==> src/rtl/rat_path_tracker.sv <==
// Rat-maze path tracker: turns dequeued move codes into a stream of visited (X,Y) cells.
// Out-of-grid moves park the tracker in an error state instead of wrapping.
module rat_path_tracker #(
    parameter int unsigned    N       = 4,
    parameter logic [N-1:0]   START_X = '0,
    parameter logic [N-1:0]   START_Y = '0,
    parameter int unsigned    SCW     = 8
) (
    input  logic           clk,
    input  logic           rst,
    input  logic           begin_i,
    input  logic           path_empty,
    input  logic           dir_valid,
    input  logic [1:0]     dir,
    input  logic           dir_last,
    output logic           dir_ready,
    output logic           pos_valid,
    input  logic           pos_ready,
    output logic [N-1:0]   pos_x,
    output logic [N-1:0]   pos_y,
    output logic           pos_last,
    output logic [SCW-1:0] step_cnt,
    output logic           busy,
    output logic           done,
    output logic           err
);

    typedef enum logic [2:0] {
        S_IDLE,
        S_EMIT,
        S_WAIT_DIR,
        S_DONE,
        S_ERR
    } state_t;

    state_t         r_state;
    state_t         w_state_nxt;
    logic [N-1:0]   r_x;
    logic [N-1:0]   r_y;
    logic           r_last;
    logic [SCW-1:0] r_cnt;
    logic [N-1:0]   w_x_nxt;
    logic [N-1:0]   w_y_nxt;
    logic           w_oob;
    logic           w_start;
    logic           w_move;

    // Candidate coordinate for the offered move; edges of the grid flag w_oob.
    always_comb begin
        w_x_nxt = r_x;
        w_y_nxt = r_y;
        w_oob   = 1'b0;
        unique case (dir)
            2'b00: begin
                if (r_x == '1) w_oob = 1'b1;
                else           w_x_nxt = r_x + N'(1);
            end
            2'b01: begin
                if (r_y == '1) w_oob = 1'b1;
                else           w_y_nxt = r_y + N'(1);
            end
            2'b10: begin
                if (r_x == '0) w_oob = 1'b1;
                else           w_x_nxt = r_x - N'(1);
            end
            default: begin
                if (r_y == '0) w_oob = 1'b1;
                else           w_y_nxt = r_y - N'(1);
            end
        endcase
    end

    always_ff @(posedge clk) begin
        if (rst) r_state <= S_IDLE;
        else     r_state <= w_state_nxt;
    end

    always_comb begin
        w_state_nxt = r_state;
        w_start     = 1'b0;
        w_move      = 1'b0;
        pos_valid   = 1'b0;
        dir_ready   = 1'b0;
        busy        = 1'b0;
        done        = 1'b0;
        err         = 1'b0;
        unique case (r_state)
            S_IDLE, S_DONE, S_ERR: begin
                done = (r_state == S_DONE);
                err  = (r_state == S_ERR);
                if (begin_i) begin
                    w_start     = 1'b1;
                    w_state_nxt = S_EMIT;
                end
            end
            S_EMIT: begin
                pos_valid = 1'b1;
                busy      = 1'b1;
                if (pos_ready) w_state_nxt = r_last ? S_DONE : S_WAIT_DIR;
            end
            S_WAIT_DIR: begin
                dir_ready = 1'b1;
                busy      = 1'b1;
                if (dir_valid) begin
                    if (w_oob) begin
                        w_state_nxt = S_ERR;
                    end else begin
                        w_move      = 1'b1;
                        w_state_nxt = S_EMIT;
                    end
                end
            end
            default: w_state_nxt = S_IDLE;
        endcase
    end

    always_ff @(posedge clk) begin
        if (rst) begin
            r_x    <= START_X;
            r_y    <= START_Y;
            r_last <= 1'b0;
            r_cnt  <= '0;
        end else if (w_start) begin
            r_x    <= START_X;
            r_y    <= START_Y;
            r_last <= path_empty;
            r_cnt  <= '0;
        end else if (w_move) begin
            r_x    <= w_x_nxt;
            r_y    <= w_y_nxt;
            r_last <= dir_last;
            if (r_cnt != '1) r_cnt <= r_cnt + SCW'(1);
        end
    end

    // pos_last only means something alongside a valid coordinate.
    assign pos_last = r_last && (r_state == S_EMIT);
    assign pos_x    = r_x;
    assign pos_y    = r_y;
    assign step_cnt = r_cnt;

endmodule

==> config.mk <==
export PLATFORM = sky130hd
export DESIGN_NAME = rat_path_tracker
export DESIGN_NICKNAME = d
export VERILOG_FILES = /design/src/rtl/rat_path_tracker.sv
export SDC_FILE = /design/constraint.sdc
export NUM_CORES = 1
export LEC_CHECK = 0
export CAP_MARGIN = 20
export CORE_ASPECT_RATIO = 1.25
export CORE_MARGIN = 2
export CORE_UTILIZATION = 40
export CTS_BUF_LIST = sky130_fd_sc_hd__clkbuf_8 sky130_fd_sc_hd__clkbuf_16
export DETAILED_ROUTE_END_ITERATION = 10
export PLACE_DENSITY_LB_ADDON = 0.15
export SLEW_MARGIN = 20
export SYNTH_ARGS = -nofsm -noshare
export SYNTH_HDL_FRONTEND = slang
export SYNTH_SLANG_ARGS = --single-unit
export TNS_END_PERCENT = 5
==> constraint.sdc <==
create_clock -name clk -period 3.4 [get_ports clk]
set_clock_uncertainty 0.05 [all_clocks]
set_input_delay 0.68 -clock clk [delete_from_list [all_inputs] [get_ports clk]]
set_output_delay 0.68 -clock clk [all_outputs]
set_load 0.02 [all_outputs]
Yosys cells after proc, flatten, opt, wreduce, memory -nomap -nowiden --
Index checks and enable logic that the tools add are counted.
Cells by class: add/subtract/negate cells 5, equality and inequality tests 16, multiplexer cells 29, bitwise gates (word level) 1, reduce and logical (&&, ||, !) cells 15
Operators with widths (count):
- 1-bit 2-to-1 mux | 17
- 4-bit 2-to-1 mux | 4
- 4-bit one-hot mux with 2 select lines | 2
- 3-bit 2-to-1 mux | 4
- 2-bit != test, second input constant | 6
- 3-bit one-hot mux with 3 select lines | 1
- 4-bit by 1-bit adder with 4-bit output, second input constant | 2
- 8-bit by 1-bit adder with 8-bit output, second input constant | 1
- 4-bit == test, second input constant | 2
- 4-bit zero test | 2
- 8-bit != test, second input constant | 1
- 4-bit AND reduction | 2
- 4-bit by 1-bit subtractor with 4-bit output, second input constant | 2
- 3-bit by 2-bit == test with 1-bit output, second input constant | 2
- 2-bit OR reduction | 3
- 2-bit nonzero test | 2
- 3-bit by 1-bit == test with 1-bit output, second input constant | 1
- 3-bit == test, second input constant | 1
- 3-bit zero test | 1
- 1-bit one-hot mux with 3 select lines | 1
- 3-bit AND reduction | 1
- 3-bit OR reduction | 1
- 2-bit by 1-bit == test with 1-bit output, second input constant | 1
- 2-bit == test, second input constant | 1
- other kinds (5) | 5
Word-level totals: flip-flop bits (word level) 20, bits of input ports 9, output and inout bits 22, word-level logic and storage cells 71

Depth between registers and ports, before layout --
Gate-level depths: netlist of the first run.
depth in word-level cells 8, depth in mapped cells 8, gate-level depth less buffers 8

Worst setup path before layout of the first run --
No wires, ideal clock.
path kind register to output, from register r_state[1], to output pos_last, arrival 1397 ps, path slack 1273 ps, stages on the path, launching flop included 4, buffers on the path 1, cells stage by stage dfxtp_1 -> buf_4 -> nor3b_1 -> and2_1
Between the ends: longest elaborated chain between the ends 2
Ends and longest elaborated chain:
- start: declaration | RTL line 36 | state_t r_state;
- start signal: assignment | RTL line 75 | else r_state <= w_state_nxt;
- 3-bit by 1-bit == test with 1-bit output | RTL line 137 | assign pos_last = r_last && (r_state == S_EMIT);
- 1-bit logical AND | RTL line 137
- end: declaration | RTL line 21 | output logic pos_last,
No other way between the ends.

Worst setup path after layout of the first run --
from register r_state[0], to output pos_last
The elaborated chain is that of the path after synthesis.

==> results of run 1 <==
==> power groups by stage <==
stage                     logic [uW]  clock network [uW]  registers, uW
after detailed placement        74.6                   0            250
after floorplan                 51.8                   0            246
after global placement          73.0                   0            250
after global routing            80.6                 168            246
after CTS                       75.0                 159            245
final                           73.9                 150            245
==> registers in the layout (all words and copies together), names as in the netlist <==
register / cells
pos_x: 4
r_last: 1
pos_y: 4
r_state: 3
step_cnt: 8
==> cell usage in the layout (no fill, tap or decap), types with 2 or more instances in the layout <==
| master | instances |
|---|---|
| sky130_fd_sc_hd__and3_1 | 3 |
| sky130_fd_sc_hd__or2_2 | 2 |
| sky130_fd_sc_hd__a21oi_1 | 11 |
| sky130_fd_sc_hd__or3_1 | 2 |
| sky130_fd_sc_hd__nand3_1 | 3 |
| sky130_fd_sc_hd__inv_1 | 6 |
| sky130_fd_sc_hd__or4_1 | 5 |
| sky130_fd_sc_hd__o31ai_1 | 3 |
| sky130_fd_sc_hd__o21ai_0 | 5 |
| sky130_fd_sc_hd__nand2_1 | 6 |
| sky130_fd_sc_hd__dfxtp_1 | 20 |
| sky130_fd_sc_hd__a211oi_1 | 2 |
| sky130_fd_sc_hd__clkdlybuf4s50_1 | 30 |
| sky130_fd_sc_hd__clkbuf_8 | 3 |
| sky130_fd_sc_hd__fa_1 | 2 |
| sky130_fd_sc_hd__nand4_1 | 5 |
| sky130_fd_sc_hd__nor2b_1 | 3 |
| sky130_fd_sc_hd__nor3b_1 | 3 |
| sky130_fd_sc_hd__and2_1 | 3 |
| sky130_fd_sc_hd__ha_1 | 5 |
| sky130_fd_sc_hd__a21o_1 | 2 |
| sky130_fd_sc_hd__nor2_1 | 12 |
| sky130_fd_sc_hd__xnor2_1 | 5 |
| sky130_fd_sc_hd__mux2i_1 | 4 |
| sky130_fd_sc_hd__nor3_1 | 2 |
| sky130_fd_sc_hd__nand2b_1 | 2 |
| sky130_fd_sc_hd__or3b_2 | 2 |
| sky130_fd_sc_hd__o21a_1 | 3 |
| sky130_fd_sc_hd__o41ai_1 | 3 |
==> worst min-delay path: cells and delay by family, from the launching register on <==
| kind | cells | cell delay (ps) |
|---|---|---|
| AO/OA/AOI/OAI | 2 | 120 |
| flip-flops | 1 | 340 |
==> metal layers <==
metal	up-vias	GRT usage (%)	routed length [um]
met5	-	0	0
met3	2	2.43	92
met4	0	6.56	24
li1	598	-	-
met1	540	19.8	1240
met2	16	28.7	1410
==> area by class of cell <==
type                            instances  share of cell area [%]
Tap cell                               37                    2.83
Inverter                                6                    1.38
Multi-Input combinational cell        113                    50.4
Clock buffer                            3                    2.53
Sequential cell                        20                    24.5
Timing Repair Buffer                   30                    18.4
==> metrics by stage <==
step	total power, uW	cells	area (sq um)	hold slack, ps	setup WS, ps
final	468	209	1630	466	815
after global routing	495	209	1630	496	639
after global placement	323	206	1590	444	635
after floorplan	298	146	1290	453	1270
after CTS	479	209	1630	466	778
after detailed placement	325	206	1590	456	572
==> worst max-delay path by stage <==
stage	endpoint	depth (start not counted)
2_1_floorplan	pos_last	3
3_3_place_gp	pos_x[3]	9
3_5_place_dp	pos_x[3]	9
4_1_cts	pos_last	3
5_1_grt	pos_last	3
6_report	pos_last	3
==> kinds of logic (layout without fill, tap and decap cells) <==
family          count (synthesis)  after routing  synth area share (%)
compound gates                 37             37                  20.1
simple gates                   58             58                  27.8
flops                          20             20                  31.1
fa+ha+maj                       7              7                  7.96
mux                             5              5                  3.98
xor+xnor                        6              6                  4.08
buf+inv                        13             39                  5.05
==> reports/metrics.sh, run 1 <==
HOLD_CRITICAL_PATH_ENDPOINT='step_cnt[5]'
DRT.ANTENNA.VIOLATING_NETS=0
P_PER_AREA_nW_PER_UM2=287
CTS_HOLD_BUF=0
POSTSYNTHAREAPERCELL_SQ_UM=8.83
HOLD_START='step_cnt[5]'
WORST_REG_TO_REG_CELLS=5
FMAX_MHz=387
CAP_VIOLATIONS=0
REG2REG_SETUP_SLACK_PS=1270
SHARE_COMB_OF_TOTAL_POWER_PCT=15.8
SETUP_VIOL=0
CTSLONGESTPATHBUFFERS=2
VIAS_PER_CELL=5.53
SLEW_VIOLATIONS=0
WIRE_LENGTH_OF_THE_FIRST_GLOBAL_ROUTING_PASS_UM=4600
WORSTPATHMAXFANOUT=11
WORSTMARGINPINSLEW_PS=406
GR-TOTAL-OVERFLOW=0
SWITCHINGPOWER_uW=115
WORSTSETUPPATHTYPE='flip-flop to output pin'
CRITPATHCAPTURETYPE='output pin'
STATUS='completed'
WORST_HOLD_PATH_TYPE='flip-flop to flip-flop'
WL_PER_CELL_UM=13.2
PWR-SHARE-SEQ_PCT=52.2
CRITICAL_PATH.MAX_STAGE_DELAY_PS=600
SYNTH_NET_COUNT=162
SYNTHESIS.INSTANCES=146
POST-CTS-SETUP-BUFFER-COUNT=0
SYNTH_WARNINGS=0
INITIAL_UTILIZATION_PCT=41.1
ROUTED-VIA-COUNT=1156
SYNTH_CELL_TYPES=46
CRITICAL_PATH.STARTPOINT='r_state[0]'
CRIT_SLOWEST_CELL='sky130_fd_sc_hd__clkdlybuf4s50_1'
YOSYS-TOP-CELLS-COUNT='20 x sky130_fd_sc_hd__dfxtp_1, 12 x sky130_fd_sc_hd__nor2_1, 11 x sky130_fd_sc_hd__a21oi_1'
DETAIL_ROUTE.WIRELENGTH_UM=2760
CTS.REPAIR.RESIZED=0
SYNTH_TOP_FLOP_CELL='sky130_fd_sc_hd__dfxtp_1'
ANTENNA_VIOLATIONS_BEFORE_REPAIR=0
FIRST_ITER_VIOLATIONS=20
SYNTHMOSTINSTANTIATEDCELL='sky130_fd_sc_hd__dfxtp_1'
ROWS=23
WORSTPATHBUFFERINVERTERCOUNT=1
DEEPEST_LEVEL_OF_THE_CTS_H_TREE=1
NNETSFINAL=190
ROOT_BUFFER='sky130_fd_sc_hd__clkbuf_8'
SETUP_REPAIR_AFTER_GLOBAL_ROUTING_MISSED_ITS_MARGIN='no'
MAPPEDNETLISTAREA_SQ_UM=1290
DIE-AREA_SQ_UM=3690
ANTENNA_CELLS_INSERTED=0
CORE_REGION_AREA_SQ_UM=3140
PLACE.PORT_BUFFERS=30
POST_SYNTH_EDFFS=0
PLACE_CONGESTION=0.727
NUMCTSBUFFERS=3
BOUNDARYPINS=31
LAYOUT_MIN_CYCLE_TIME_PS=2590
DETAIL_ROUTE.FIRST_PASS.ITERATIONS=4
MULTI_INPUT_COMB_AREA_SQ_UM=823
WORST-ENDPOINT-ARRIVAL_PS=1860
WHS_PATH_DEPTH=2
POWER_FRAC_CLOCK_PCT=32.0
P_INT_uW=353
FILLERS=312
CP.REQUIRED_PS=2670
SYN_TO_FINAL_GROWTH_PCT=26.8
SYNTH_SEQ_AREA_SHARE_PCT=31.1
SETUP_TOTAL_NEGATIVE_SLACK_PS=0
POWER.STATIC_LEAKAGE_uW=0.000579
CLOCK_TREE_FROM_TRITONCTS='built'
POWER.IR.VDD_WORST_uV=179
CRITICAL_PATH.CELL_CHAIN='nor3b_1 -> and2_1 -> clkdlybuf4s50_1'
DIE-HEIGHT_UM=67.5
YOSYS.AREA.TOP_TYPE_SHARE_PCT=31.1
GRT_PASS1_VIAS=1048
SLEW_HEADROOM_PCT=72.8
CLOCK-SINKS=20
DRCVIOLATIONCOUNT=0
CHIPWIDTH_UM=54.8
MIN_PERIOD_OVER_PERIOD_PCT=76.0
TIMING_HOLD_VIOLATIONS_FINAL=0
SYNTH.FF_LATCH_COUNT=20
CRITICAL_PATH.TOP_DELAY_FAMILY='buffers and inverters'
FIN_UTIL_PCT=52.1
GRT_MAX_DEGREE=19
NET_SW_SHARE_PCT=24.5
REG2REG_TO='step_cnt[3]'
SYNTH_AREA_LEADERS='sky130_fd_sc_hd__dfxtp_1 31%, sky130_fd_sc_hd__ha_1 4.9%, sky130_fd_sc_hd__a21oi_1 4.3%'
CELL_TAKING_THE_MOST_AREA_AFTER_SYNTHESIS='sky130_fd_sc_hd__dfxtp_1'
CLOCK_LATENCY_PS=250
GRT_USAGE_PCT=16.6
DPL.HPWL_UM=2090
FINAL-SEQ-AREA_SQ_UM=400
CRITPATHLAUNCHTYPE='flip-flop'
REGTOREGSTARTPOINT='r_state[1]'
SHARE_OF_SYNTHESIZED_REGISTERS_CARRYING_AN_ASYNC_SET_OR_RESET_PCT=0
DRIVE_ABOVE_1_SHARE_PCT=6.40
CLOCK_INPUT_TRANSITION_AT_THE_SEQUENTIAL_CELLS_OF_THE_WORST_SETUP_AND_HOLD_PATHS_PS=70
(Power assumes the default switching activity.)
==> run 2, diff against run 1 <==
==> constraint.sdc (replaced) <==
create_clock -name clk -period 2.3 [get_ports clk]
set_clock_uncertainty 0.05 [all_clocks]
set_input_delay 0.46 -clock clk [delete_from_list [all_inputs] [get_ports clk]]
set_output_delay 0.46 -clock clk [all_outputs]
set_load 0.02 [all_outputs]
==> run 2 against run 1 <==
Compared with the run above: core utilization rose by 5.2 points; total power rose by 63%; count of clock-buffer cells in the layout rose by 1; combinational power rose by 79%; sequential share of layout area fell by 2.1 points; sequential power rose by 47%; setup slack got worse by 760 ps; critical path type unchanged; largest cell class unchanged.
==> reports/metrics.sh, run 2 (synthesis gave the netlist of run 1 again) <==
MOST_COMMON_LIBRARY_CELL_IN_THE_LAYOUT_IGNORING_FILL_AND_TAPS='sky130_fd_sc_hd__clkdlybuf4s50_1'
ANTENNA_VIOLATIONS_BEFORE_REPAIR=0
DP_CELLS=225
FIN_UTIL_PCT=57.3
WORSTPATHMAXFANOUT=10
CRITICAL_PATH.STARTPOINT='r_state[2]'
SETUP_VIOL=0
PLACE_CONGESTION=0.719
ROWS=23
CLOCK_INPUT_TRANSITION_AT_THE_SEQUENTIAL_CELLS_OF_THE_WORST_SETUP_AND_HOLD_PATHS_PS=70
ROUTED-VIA-COUNT=1255
REG2REG_TO='r_last'
CRITPATHLAUNCHTYPE='flip-flop'
FMAX_MHz=445
SLEW_HEADROOM_PCT=73.5
HOLD_START='step_cnt[5]'
GRT_MAX_DEGREE=15
DPL.HPWL_UM=2300
CRITPATHCAPTURETYPE='output pin'
CLOCK_TREE_FROM_TRITONCTS='built'
REG2REG_SETUP_SLACK_PS=170
CTS_HOLD_BUF=0
POST-CTS-SETUP-BUFFER-COUNT=0
POWER.IR.VDD_WORST_uV=298
FINISH.INSTANCE_AREA_SQ_UM=1800
ANTENNA_CELLS_INSERTED=0
LAYOUT_MIN_CYCLE_TIME_PS=2250
LARGEST_REGISTER_FFS=8
CAP_VIOLATIONS=0
CORE_REGION_AREA_SQ_UM=3140
NNETSFINAL=209
WL_PER_CELL_UM=13.3
CLOCK_LATENCY_PS=260
REGTOREGSTARTPOINT='pos_x[1]'
P_PER_AREA_nW_PER_UM2=426
WORST_HOLD_PATH_TYPE='flip-flop to flip-flop'
POWER.STATIC_LEAKAGE_uW=0.000679
PLACE.PORT_BUFFERS=30
DRIVE_ABOVE_1_SHARE_PCT=17.2
CLOCK-SINKS=20
CTSLONGESTPATHBUFFERS=2
GR-TOTAL-OVERFLOW=0
DIE-AREA_SQ_UM=3690
SYN_TO_FINAL_GROWTH_PCT=39.4
WORST-ENDPOINT-ARRIVAL_PS=1740
CTS.REPAIR.RESIZED=0
FINAL_CELL_COUNT_NO_FILL=229
WIRE_LENGTH_OF_THE_FIRST_GLOBAL_ROUTING_PASS_UM=5100
SLEW_VIOLATIONS=0
DPL_CELL_AREA_SQ_UM=1740
DETAIL_ROUTE.WIRELENGTH_UM=3040
DRT.ANTENNA.VIOLATING_NETS=0
MIN_PERIOD_OVER_PERIOD_PCT=97.7
GRT_USAGE_PCT=18.4
CP.REQUIRED_PS=1790
WORST_REG_TO_REG_CELLS=6
TIMING_HOLD_VIOLATIONS_FINAL=0
CP-ENDPOINT='busy'
STATUS='completed'
FINAL_CELL_MIX='30 x sky130_fd_sc_hd__clkdlybuf4s50_1, 19 x sky130_fd_sc_hd__buf_4, 19 x sky130_fd_sc_hd__dfxtp_1'
FILLERS=304
VIAS_PER_CELL=5.48
FIRST_ITER_VIOLATIONS=43
ROOT_BUFFER='sky130_fd_sc_hd__clkbuf_8'
BOUNDARYPINS=31
GRT_PASS1_VIAS=1220
WORSTMARGINPINSLEW_PS=396
NUMCTSBUFFERS=3
SETUP_REPAIR_AFTER_GLOBAL_ROUTING_MISSED_ITS_MARGIN='yes'
DETAIL_ROUTE.FIRST_PASS.ITERATIONS=4
WORSTSETUPPATHTYPE='flip-flop to output pin'
INITIAL_UTILIZATION_PCT=41.1
CHIPWIDTH_UM=54.8
DRCVIOLATIONCOUNT=0
DEEPEST_LEVEL_OF_THE_CTS_H_TREE=1
DIE-HEIGHT_UM=67.5
[run 2: routing by layer]
layer	share of wire [%]	global-route usage (%)
met2	53	33.2
met4	1.3	7.50
met1	41	21.3
met5	0	0
met3	4.0	1.99
[run 2: area by class of cell]
cell class / instances / area (sq um) / share of cell area [%]
clock buffer: 4 / 55.1 / 3.06
inverter: 6 / 22.5 / 1.25
multi-input combinational: 113 / 828 / 46.1
sequential: 20 / 402 / 22.4
tap: 37 / 46.3 / 2.58
timing repair buffer: 49 / 443 / 24.7
[run 2: worst max-delay path, cell delays in order, from the launching register on]
cell,delay (ps)
sky130_fd_sc_hd__dfxtp_1,530
sky130_fd_sc_hd__nor3b_2,110
sky130_fd_sc_hd__or2_2,300
sky130_fd_sc_hd__clkdlybuf4s50_1,540
[run 2: how the worst min path moves through the flow]
stage                             end  slack, ps  depth (start not counted)
final                     step_cnt[5]        460                          2
after global routing      step_cnt[5]        490                          2
after CTS                 step_cnt[3]        470                          2
after detailed placement  step_cnt[3]        450                          2
after global placement    step_cnt[3]        450                          2
after floorplan                r_last        450                          2
[run 2: power by group]
group,total [uW],internal [uW],switching (uW)
sequential,359,352,7.47
clock,275,153,122
combinational,132,70.4,61.3
total,766,575,191
[run 2: per-stage QoR]
step	hold WS, ps	total power, uW	setup slack [ps]	TNS [ps]
after floorplan	453	440	280	0
after global placement	449	496	-65.7	-322
after detailed placement	451	499	-104	-550
after CTS	466	775	13.7	0
after global routing	486	799	-28.0	-28.0
final	464	766	53.8	0
